$ cat src/rtl/addsub_sat_pipe.sv
// ---------------------------------------------------------------------------
// addsub_sat_pipe
//   Two-stage pipelined signed adder/subtractor with optional saturation and
//   a packed (per-lane) SIMD mode. Stage 1 captures operands and control;
//   stage 2 captures the computed result and its flags. Valid/ready
//   handshakes on both sides; in_ready is combinational from pipeline
//   occupancy and out_ready.
//
// Parameters
//   WIDTH  datapath width in bits
//   LANE   lane width in packed mode (WIDTH must be a multiple, LANE >= 2)
//
// Ports
//   clk        clock, rising edge
//   rst        asynchronous active-high reset
//   in_valid   input transaction present
//   in_ready   block accepts an input this cycle
//   a, b       signed operands
//   op         00 ADD, 01 SUB (a-b), 10 PADD, 11 PSUB
//   sat_en     1 = saturate on overflow, 0 = wrap
//   out_valid  result present
//   out_ready  downstream accepts the result
//   result     final (post-saturation) result
//   ovfl       signed overflow (OR of lanes in packed mode)
//   lane_ovfl  per-lane overflow in packed mode, zero otherwise
//   n, z       sign and zero of result
// ---------------------------------------------------------------------------
module addsub_sat_pipe #(
  parameter int WIDTH = 16,
  parameter int LANE  = 4,
  localparam int NL   = WIDTH / LANE
) (
  input  logic             clk,
  input  logic             rst,
  input  logic             in_valid,
  output logic             in_ready,
  input  logic [WIDTH-1:0] a,
  input  logic [WIDTH-1:0] b,
  input  logic [1:0]       op,
  input  logic             sat_en,
  output logic             out_valid,
  input  logic             out_ready,
  output logic [WIDTH-1:0] result,
  output logic             ovfl,
  output logic [NL-1:0]    lane_ovfl,
  output logic             n,
  output logic             z
);

  localparam logic [WIDTH-1:0] FULL_MAX = {1'b0, {(WIDTH-1){1'b1}}};
  localparam logic [WIDTH-1:0] FULL_MIN = {1'b1, {(WIDTH-1){1'b0}}};
  localparam logic [LANE-1:0]  LANE_MAX = {1'b0, {(LANE-1){1'b1}}};
  localparam logic [LANE-1:0]  LANE_MIN = {1'b1, {(LANE-1){1'b0}}};

  // Stage 1 state
  logic             s1_valid_q, s1_valid_d;
  logic [WIDTH-1:0] a_q, a_d;
  logic [WIDTH-1:0] b_q, b_d;
  logic [1:0]       op_q, op_d;
  logic             sat_q, sat_d;

  // Stage 2 state
  logic             s2_valid_q, s2_valid_d;
  logic [WIDTH-1:0] res_q, res_d;
  logic             ovfl_q, ovfl_d;
  logic [NL-1:0]    lane_ovfl_q, lane_ovfl_d;
  logic             n_q, n_d;
  logic             z_q, z_d;

  // Handshake / datapath intermediates
  logic             s1_load_s;
  logic             s2_load_s;
  logic             sub_s;
  logic             packed_s;
  logic [WIDTH-1:0] b_eff_s;
  logic [WIDTH-1:0] full_raw_s;
  logic             full_ov_s;
  logic [WIDTH-1:0] lane_res_s;
  logic [NL-1:0]    lane_ov_s;
  logic [WIDTH-1:0] res_s;
  logic             ov_s;
  logic [NL-1:0]    lov_s;

  assign in_ready  = !s1_valid_q || !s2_valid_q || out_ready;
  assign s1_load_s = in_valid && in_ready;
  assign s2_load_s = s1_valid_q && (!s2_valid_q || out_ready);

  // Subtraction is a + ~b + 1; the overflow test uses the inverted b sign.
  assign sub_s      = op_q[0];
  assign packed_s   = op_q[1];
  assign b_eff_s    = sub_s ? ~b_q : b_q;
  assign full_raw_s = a_q + b_eff_s + {{(WIDTH-1){1'b0}}, sub_s};
  assign full_ov_s  = (a_q[WIDTH-1] == b_eff_s[WIDTH-1]) &&
                      (full_raw_s[WIDTH-1] != a_q[WIDTH-1]);

  // Each lane is an independent adder: carry-in is the subtract bit, carry-out is dropped.
  for (genvar g = 0; g < NL; g++) begin : g_lane
    logic [LANE-1:0] la_s;
    logic [LANE-1:0] lb_s;
    logic [LANE-1:0] lr_s;
    assign la_s = a_q[g*LANE +: LANE];
    assign lb_s = b_eff_s[g*LANE +: LANE];
    assign lr_s = la_s + lb_s + {{(LANE-1){1'b0}}, sub_s};
    assign lane_ov_s[g] = (la_s[LANE-1] == lb_s[LANE-1]) && (lr_s[LANE-1] != la_s[LANE-1]);
    // On overflow the operand sign gives the direction: positive -> max, negative -> min.
    assign lane_res_s[g*LANE +: LANE] = (sat_q && lane_ov_s[g]) ?
                                        (la_s[LANE-1] ? LANE_MIN : LANE_MAX) : lr_s;
  end

  // Select full-width or packed result and flags from the stage-1 contents.
  always_comb begin
    res_s = full_raw_s;
    ov_s  = 1'b0;
    lov_s = {NL{1'b0}};
    if (packed_s) begin
      res_s = lane_res_s;
      ov_s  = |lane_ov_s;
      lov_s = lane_ov_s;
    end else begin
      ov_s  = full_ov_s;
      lov_s = {NL{1'b0}};
      if (sat_q && full_ov_s) begin
        res_s = a_q[WIDTH-1] ? FULL_MIN : FULL_MAX;
      end else begin
        res_s = full_raw_s;
      end
    end
  end

  // Next-state for both pipeline stages.
  always_comb begin
    s1_valid_d  = s1_valid_q;
    a_d         = a_q;
    b_d         = b_q;
    op_d        = op_q;
    sat_d       = sat_q;
    s2_valid_d  = s2_valid_q;
    res_d       = res_q;
    ovfl_d      = ovfl_q;
    lane_ovfl_d = lane_ovfl_q;
    n_d         = n_q;
    z_d         = z_q;

    // When S1 can take new data it either refills or empties.
    if (in_ready) begin
      s1_valid_d = in_valid;
    end else begin
      s1_valid_d = s1_valid_q;
    end

    if (s1_load_s) begin
      a_d   = a;
      b_d   = b;
      op_d  = op;
      sat_d = sat_en;
    end else begin
      a_d   = a_q;
      b_d   = b_q;
      op_d  = op_q;
      sat_d = sat_q;
    end

    // S2 data only changes on a load, so a stalled result stays stable.
    if (s2_load_s) begin
      s2_valid_d  = 1'b1;
      res_d       = res_s;
      ovfl_d      = ov_s;
      lane_ovfl_d = lov_s;
      n_d         = res_s[WIDTH-1];
      z_d         = (res_s == {WIDTH{1'b0}});
    end else if (out_ready) begin
      s2_valid_d  = 1'b0;
    end else begin
      s2_valid_d  = s2_valid_q;
    end
  end

  // Pipeline registers with asynchronous reset.
  always_ff @(posedge clk or posedge rst) begin
    if (rst) begin
      s1_valid_q  <= 1'b0;
      a_q         <= {WIDTH{1'b0}};
      b_q         <= {WIDTH{1'b0}};
      op_q        <= 2'b00;
      sat_q       <= 1'b0;
      s2_valid_q  <= 1'b0;
      res_q       <= {WIDTH{1'b0}};
      ovfl_q      <= 1'b0;
      lane_ovfl_q <= {NL{1'b0}};
      n_q         <= 1'b0;
      z_q         <= 1'b1;
    end else begin
      s1_valid_q  <= s1_valid_d;
      a_q         <= a_d;
      b_q         <= b_d;
      op_q        <= op_d;
      sat_q       <= sat_d;
      s2_valid_q  <= s2_valid_d;
      res_q       <= res_d;
      ovfl_q      <= ovfl_d;
      lane_ovfl_q <= lane_ovfl_d;
      n_q         <= n_d;
      z_q         <= z_d;
    end
  end

  assign out_valid = s2_valid_q;
  assign result    = res_q;
  assign ovfl      = ovfl_q;
  assign lane_ovfl = lane_ovfl_q;
  assign n         = n_q;
  assign z         = z_q;

endmodule

$ cat config.mk
export PLATFORM = sky130hd
export DESIGN_NAME = addsub_sat_pipe
export DESIGN_NICKNAME = d
export VERILOG_FILES = /design/src/rtl/addsub_sat_pipe.sv
export SDC_FILE = /design/constraint.sdc
export NUM_CORES = 1
export LEC_CHECK = 0
export ABC_AREA = 0
export BUFFER_PORTS_ARGS = -buffer_cell sky130_fd_sc_hd__buf_2
export CAP_MARGIN = 20
export CORE_ASPECT_RATIO = 0.8
export CORE_UTILIZATION = 45
export DETAILED_ROUTE_END_ITERATION = 10
export PLACE_DENSITY = 0.71
export SYNTH_ARGS = -nofsm -noshare
export SYNTH_HDL_FRONTEND = slang
export SYNTH_SLANG_ARGS = --single-unit
$ cat constraint.sdc
create_clock -name clk -period 3.5 [get_ports clk]
set_input_delay 0.525 -clock clk [delete_from_list [all_inputs] [get_ports clk]]
set_output_delay 0.525 -clock clk [all_outputs]
set_load 0.005 [all_outputs]
# Yosys cells after proc, flatten, opt, wreduce, memory -nomap -nowiden
# Index checks and enable logic that the tools add are counted.
[op_classes] n_addsub=10 multipliers=0 n_div=0 order_cmp=0 n_eq_ne=9 shift=0 n_mux=16 n_bitwise=1 n_reduce_logical=20
[op_table] operator="16-bit two-way mux" count=4
[op_table] operator="4-bit two-way mux" count=9
[op_table] operator="16-bit by 1-bit adder with 16-bit output" count=1
[op_table] operator="16-bit adder" count=1
[op_table] operator="4-bit by 1-bit adder with 4-bit output" count=4
[op_table] operator="4-bit adder" count=4
[op_table] operator="16-bit logical NOT" count=1
[op_table] operator="16-bit NOT" count=1
[op_table] operator="1-bit logical AND" count=12
[op_table] operator="1-bit != test" count=5
[op_table] operator="1-bit equality test" count=4
[op_table] operator="4-bit OR reduction" count=1
[op_table] operator="1-bit logical OR" count=3
[op_table] operator="1-bit two-way mux" count=3
[op_table] operator="1-bit logical NOT" count=2
[op_table] operator="2-bit nonzero test" count=1
[totals] reg_bits=60 latch_bits=0 ram_bits=0 romBits=0 in_bits=39 word_cells=67 mem_count=0

# Logic depth before layout (Yosys ltp)
# Gate-level depths: netlist of the first run.
[logic_depth] ltp_word=10 depth_mapped=15 depth_no_buf=12

# Worst setup path before layout of the first run
# No wires, ideal clock.
[synth_path] path_kind="register to register" startpoint="reg op_q[0]" endpoint="reg z_q (netlist: z)" setup_ps=59 arrival_time_ps=3647 t_required_ps=3441 setup_slack_ps=-206 stages_incl_launch_ff=16 path_buffers=4 path_cell_list="dfrtp_1 > buf_2 > buf_1 > buf_1 > xor2_1 > ha_1 > buf_6 > a2111o_1 > o2111ai_2 > a211oi_4 > nor2_1 > o21ai_1 > a2111oi_0 > nand4b_1 > nor4_1 > a21o_1"
[synth_between] elab_chain_cells=9 word_cells_on_any_way=37
[synth_rtl] element="from (decl)" line="59" text="logic [1:0] op_q, op_d;"
[synth_rtl] element="from (signal assigned)" line="196" text="op_q <= op_d;"
[synth_rtl] element="16-bit two-way mux" line="91" text="assign b_eff_s = sub_s ? ~b_q : b_q;"
[synth_rtl] element="16-bit adder / 4-bit adder (equally long branches)" line="92, 103"
[synth_rtl] element="16-bit by 1-bit adder with 16-bit output / 4-bit by 1-bit adder with 4-bit output (equally long branches)" line="92, 103"
[synth_rtl] element="1-bit != test, on equally long branches" line="94, 104"
[synth_rtl] element="1-bit logical AND, on equally long branches" line="93, 104"
[synth_rtl] element="1-bit logical AND, on equally long branches" line="122, 106"
[synth_rtl] element="16-bit two-way mux / 4-bit two-way mux (equally long branches)" line="122, 106"
[synth_rtl] element="16-bit two-way mux *" line="115" text="if (packed_s) begin"
[synth_rtl] element="16-bit logical NOT *" line="170" text="z_d = (res_s == {WIDTH{1'b0}});"
[synth_rtl] element="to (signal assigned)" line="203" text="z_q <= z_d;"
[synth_rtl] element="to (decl)" line="68" text="logic z_q, z_d;"
# Every way passes the cells marked *; elsewhere a longest branch is shown, timed or not.
# A chain may end at the register's enable or synchronous reset.

# Worst setup path in the final report of the first run
# Ends and elaborated chain as after synthesis.

==> results.ini, run 1 <==
[logic_synthesis]
netlist_area_sq_um = 4070
synth_fp_nets = 479
yosysTopAreaCellShare_pct = 35.6
yosysTopAreaCell = dfrtp_1
synth_warnings = 0
syn_area_per_cell_sq_um = 9.65
synth.distinct_cells = 62
ys_ff_latch = 59
synthFlopType = dfrtp_1
synth_enable_flop_cells = 0
synthArstFlopShare_pct = 100
yosysSeqAreaShare_pct = 36.3
synthCells = 422
synth_area_leaders = dfrtp_1 36%, mux2_2 10%, ha_1 4.3%

[global_routing]
grt_overflow = 0
grt_pass1_wl_um = 16200
grt_antenna_before_repair = 0
grt_pass1_vias = 3214
grt_usage_pct = 22.6
grt_max_degree = 41

[die]
fp.dieW_um = 108
core-area_sq_um = 8630
die_height_um = 87.1
initial_core_util_pct = 47.2
num_io_pins = 64
dieArea_sq_um = 9440
rows = 30

[placed_design]
io_buffers = 63
placed_cells = 591
place_congestion = 0.931
dp_hpwl_um = 7670

[worst_setup_path]
slowest_stage = a2111oi_1
cp.required_ps = 3770
reg2reg_depth = 12
setup.worst_path.start_class = register
crit_path_max_incr_delay_ps = 420
critPathMaxFanout = 26
r2r-end = z
arrival_ps = 3590
crit_path_end = z
endpoint_kind = register
crit_chain = buf_12 > xor2_1 > ha_1 > a21oi_1 > o21a_1 > nor2b_1 > o22a_1 > a32oi_1 > a2111oi_1 > nand4b_1 > nor4_1 > a21o_1
reg2reg_slack_ps = 190
path_class = register to register
critPathLaunch = op_q[0]
crit-reg2reg-launch = op_q[0]

[power]
p_per_area_nw_per_um2 = 811
p_sw_uw = 1580
seq_power_share_pct = 24.5
power_leakage_uw = 0.00223
ir_worst_vdd_uv = 372
combPwrFrac_pct = 51.6
p_clk_share_pct = 24.0
switching_share_pct = 39.5
p_int_uw = 2420

[clocking]
holdBufCountCts = 0
path_clk_slew_ps = 50
clk_latency_ps = 330
htreeDepth = 3
numCtsBuffers = 9
cts.sinks = 59
cts-root-buf = clkbuf_16
cts_buffer_depth = 2
cts_tree = built

[route]
drc = 0
drt-total-wl_um = 9790
drt_iter0_markers = 168
vias = 3382
drtAntennaViolNets = 0
wl_per_cell_um = 16.1
viasPerCell = 5.57
firstDrtPassIters = 4

[timing]
finalClockSkew_ps = 5.39
hold_slack_ps = 349
clock.fmax_mhz = 302
setup_viol = 0
rsz0062_at_grt = no
finalCritPeriodShare_pct = 94.7
relSlewSlack_pct = 35.1
finalHoldViolations = 0
slew_viol_final = 0
setup-tns-final_ps = 0
final.min_clock_period_ps = 3310
worstMarginPinSlew_ps = 971

[finish]
syn_to_final_growth_pct = 20.9
final_util_pct = 57.0
fin_nets = 547
drive_above_1_share_pct = 30.3
instances_no_fill = 607
diodes = 0

[min_path]
min_path_type = input port to asynchronous set/reset pin

[outcome]
outcome = complete, no violations

[run]
cap_violations = 0

-- cells in the mapped netlist (2+ instances only) --
cell type and count:
nand2_1 45, o21ai_1 4, nor2b_1 12, o211ai_1 3
or3_1 5, a21oi_2 2, nor3_1 3, nand3_1 8
nand3b_1 3, nand2b_1 8, buf_2 2, a21boi_0 4
o21a_1 6, mux2i_1 8, inv_1 12, and3_1 3
dfrtp_1 58, o31ai_1 6, fa_1 4, o211a_1 2
clkbuf_1 12, ha_1 14, a31oi_1 3, nand4_1 3
a211oi_1 4, mux2_2 37, o2111ai_1 2, clkbuf_2 2
o21ai_0 26, o221ai_1 4, a21o_1 7, buf_1 3
and2_1 2, xor2_1 18, xnor2_1 18, o22ai_1 3
or2_2 2, nor2_1 13, buf_4 3, a21oi_1 21
a221oi_1 6
-- cells in the final DEF, fill, tap and decap left out, types with 3 or more instances in the layout --
cell type and n:
xnor2_1 18, or3_1 5, o31ai_1 6, o21ai_0 26
a21boi_0 4, nand3_1 8, o211ai_1 3, o21a_1 6
a21o_1 7, dfrtp_1 58, inv_1 11, fa_1 4
buf_4 16, nor2b_1 12, a221oi_2 4, nand3b_1 3
o221ai_1 4, o21ai_1 4, xor2_1 18, clkbuf_16 9
mux2i_1 8, nor3_1 3, a211oi_1 3, ha_1 14
nor2_1 13, buf_2 63, nand2_1 45, mux2_2 37
a31oi_1 3, o22ai_1 3, a21oi_1 21, nand2b_1 8
and3_1 3, nand4_1 3
-- sequential cells by signal, indices dropped and copies added (netlist names) --
name,count
z,1
lane_ovfl,4
s1_valid_q,1
out_valid,1
a_q,16
op_q,2
b_q,16
ovfl,1
sat_q,1
result,16
-- metal layers --
layer,global-route usage (%),up-vias,wire length (um)
met3,5.61,13,544
li1,-,1669,-
met4,7.25,0,123
met2,33.4,101,4130
met5,0,-,0
met1,32.3,1599,5000
-- worst max-delay path, delay by kind of cell (launching register included) --
| family | cells | cell delay, ps |
|---|---|---|
| AO/OA/AOI/OAI | 6 | 1420 |
| XOR/XNOR | 1 | 170 |
| adder cells (fa/ha/maj) | 1 | 360 |
| buffers and inverters | 1 | 180 |
| flip-flops | 1 | 390 |
| AND/OR/NAND/NOR | 3 | 730 |
-- worst min path at each step --
stage	from	to	slack [ps]	depth (start not counted)
2_1_floorplan	s1_valid_q	out_valid	470	1
3_3_place_gp	lane_ovfl[2]	lane_ovfl[2]	460	2
3_5_place_dp	result[12]	result[12]	460	2
4_1_cts	rst	lane_ovfl[2]	380	2
5_1_grt	in_valid	s1_valid_q	400	2
6_report	rst	result[2]	350	2
-- cell type report --
class | instances | area (sq um)
inverter | 13 | 48.8
sequential | 59 | 1480
fill | 807 | 3710
clock inverter | 4 | 72.6
tap | 112 | 140
clock buffer | 12 | 256
multi-input combinational | 327 | 2470
timing repair buffer | 80 | 455
-- logic make-up (layout without fill, tap and decap cells) --
logic type | after synthesis | in the layout | share of synthesized area, %
mux | 45 | 45 | 12.2
simple gates | 113 | 113 | 14.0
fa+ha+maj | 18 | 18 | 6.27
flops | 59 | 59 | 36.3
compound gates | 115 | 115 | 19.6
buf+inv | 36 | 109 | 3.90
xor+xnor | 36 | 36 | 7.74
-- per-stage QoR --
step	worst slack (ps)	total power, uW	cell area (sq um)
final	185	4000	4920
after global routing	10.1	4290	4920
after CTS	86.3	3960	4890
after detailed placement	134	2980	4560
after global placement	94.6	2960	4560
after floorplan	154	2390	4080
-- power groups by stage --
stage / Combinational, uW / Sequential, uW / Clock (uW)
after floorplan: 1430 / 967 / 0
after global placement: 1990 / 978 / 0
after detailed placement: 1990 / 991 / 0
after CTS: 2000 / 979 / 981
after global routing: 2280 / 1000 / 1010
final: 2060 / 977 / 958
-- timing repair --
item                                   4_1_cts  5_1_grt
setup endpoints to repair                    0        1
setup buffers                                0        0
resized for setup                            0        7
endpoints found under the hold margin        0        0
Power figures use the tool's default switching activity.
==> run 2, diff against run 1 <==
CORE_ASPECT_RATIO = default   (was 0.8)
SLEW_MARGIN = 20   (was default)
==> run 2 against run 1 <==
Against the previous run: register-to-register slack improved by 40 ps; highest routed layer unchanged; worst hold slack got worse by 4.4 ps; die area barely moved; critical path type unchanged.
==> results.ini, run 2 (synthesized netlist as in run 1, its figures left out) <==
[worst_setup_path]
critPathLaunch = op_q[0]
crit_path_max_incr_delay_ps = 430
arrival_ps = 3550
path_class = register to register
reg2reg_depth = 13
setup.worst_path.start_class = register
slowest_stage = dfrtp_1
path_buf_inv = 2
critPathMaxFanout = 15
path_common_cell = a21o_1
crit_cells = 13
crit_chain = buf_12 > mux2i_1 > inv_1 > fa_1 > a21o_1 > a21o_1 > o211a_1 > a211oi_2 > nor3_1 > o31ai_1 > nand4b_1 > nor4_1 > a21o_1
critical_path.top_delay_family = compound AO/OA/AOI/OAI gates
cp.required_ps = 3780
endpoint_kind = register
crit-reg2reg-launch = op_q[0]

[run]
cap_violations = 0

[timing]
final.min_clock_period_ps = 3270
finalHoldViolations = 0
hold_slack_ps = 345
rsz0062_at_grt = no
clock.fmax_mhz = 305
setup_viol = 0
finalCritPeriodShare_pct = 93.5
worstMarginPinSlew_ps = 938
finalClockSkew_ps = 9.29
slew_viol_final = 0
setup-tns-final_ps = 0
setup_ws_ps = 226
relSlewSlack_pct = 37.3

[clocking]
cts.sinks = 59
cts-root-buf = clkbuf_8
htreeDepth = 3
cts_buffer_depth = 2
holdBufCountCts = 0
numCtsBuffers = 9
clk_latency_ps = 340
path_clk_slew_ps = 60
cts_tree = built

[route]
firstDrtPassIters = 5
drt_iter0_markers = 112
wl_per_cell_um = 15.8
drc = 0
drtAntennaViolNets = 0
drt-total-wl_um = 9540
vias = 3385
viasPerCell = 5.61

[min_path]
min_path_type = input port to asynchronous set/reset pin

[finish]
fillers = 812
final_cell_mix = 63 x buf_2, 58 x dfrtp_1, 45 x nand2_1
fin_nets = 548
layout_commonest_cell = buf_2
syn_to_final_growth_pct = 17.4
drive_above_1_share_pct = 31.5
instances_no_fill = 603
diodes = 0

[placed_design]
place_congestion = 0.997
io_buffers = 63
dp_hpwl_um = 7510
dp_slack_ps = 146
placed_cells = 588

[global_routing]
grt_overflow = 0
grt_max_degree = 41
grt_usage_pct = 21.3
grt_pass1_wl_um = 16000
grt_antenna_before_repair = 0
grt_pass1_vias = 3312

[die]
core-area_sq_um = 8760
initial_core_util_pct = 46.5
fp.dieW_um = 97.1
dieArea_sq_um = 9440
die_height_um = 97.1
num_io_pins = 64
rows = 34

[power]
power_leakage_uw = 0.00217
ir_worst_vdd_uv = 225
power_uw = 3570
p_per_area_nw_per_um2 = 747

[outcome]
outcome = complete, no violations

==> run 2: cell count changes in the layout (fill, tap and decap cells not counted), moves of 2 or more <==
cell,change
clkbuf_8,+8
bufinv_16,-2
a21oi_1,-2
ha_2,+2
a21oi_2,+2
clkinv_2,+2
ha_1,-2
clkbuf_16,-9
==> run 2: cell type report <==
cell class	count	area, sq um	share of cell area, %
clock buffer	12	145	3.03
clock inverter	3	15.0	0.314
timing repair buffer	81	463	9.68
inverter	13	48.8	1.02
tap	108	135	2.83
sequential	59	1480	30.9
multi-input combinational	327	2500	52.2
==> run 2: stage by stage <==
step / cell area (sq um) / utilization, %
floorplan: 4080 / -
global placement: 4560 / 52.1
detailed placement: 4560 / 52.1
CTS: 4720 / 53.9
global route: 4780 / 54.6
finish: 4780 / 54.6
==> run 2: path summary, 6_finish.rpt <==
check | endpoint | slack (ps)
worst max-delay path | z | 230
worst min-delay path | lane_ovfl[0] | 340
worst max register to register | z | 230
worst min register to register | result[3] | 470
max in group asynchronous | z | 2330
min in group clk | s1_valid_q | 390
==> run 2: power breakdown <==
part           switching [uW]  internal (uW)  leakage [uW]
clock                     261            269     0.0000860
sequential                124            852      0.000701
combinational            1150            919       0.00138
==> run 2: layer usage <==
layer  track usage, %  routed length [um]
met3             4.24                 407
met2             33.2                4360
met1             29.4                4600
met5                0                   0
met4             8.04                 170
==> run 2: timing repair <==
item,4_1_cts,5_1_grt
resized for setup,0,14
buffers inserted,0,0
setup endpoints to repair,0,1
==> run 2: worst reg2reg max path, cell delays in order (launching register included) <==
cell,delay [ps]
dfrtp_1,430
buf_12,180
mux2i_1,180
inv_1,80
fa_1,410
a21o_1,210
a21o_1,180
o211a_1,270
a211oi_2,330
nor3_1,100
o31ai_1,260
nand4b_1,150
nor4_1,310
a21o_1,120
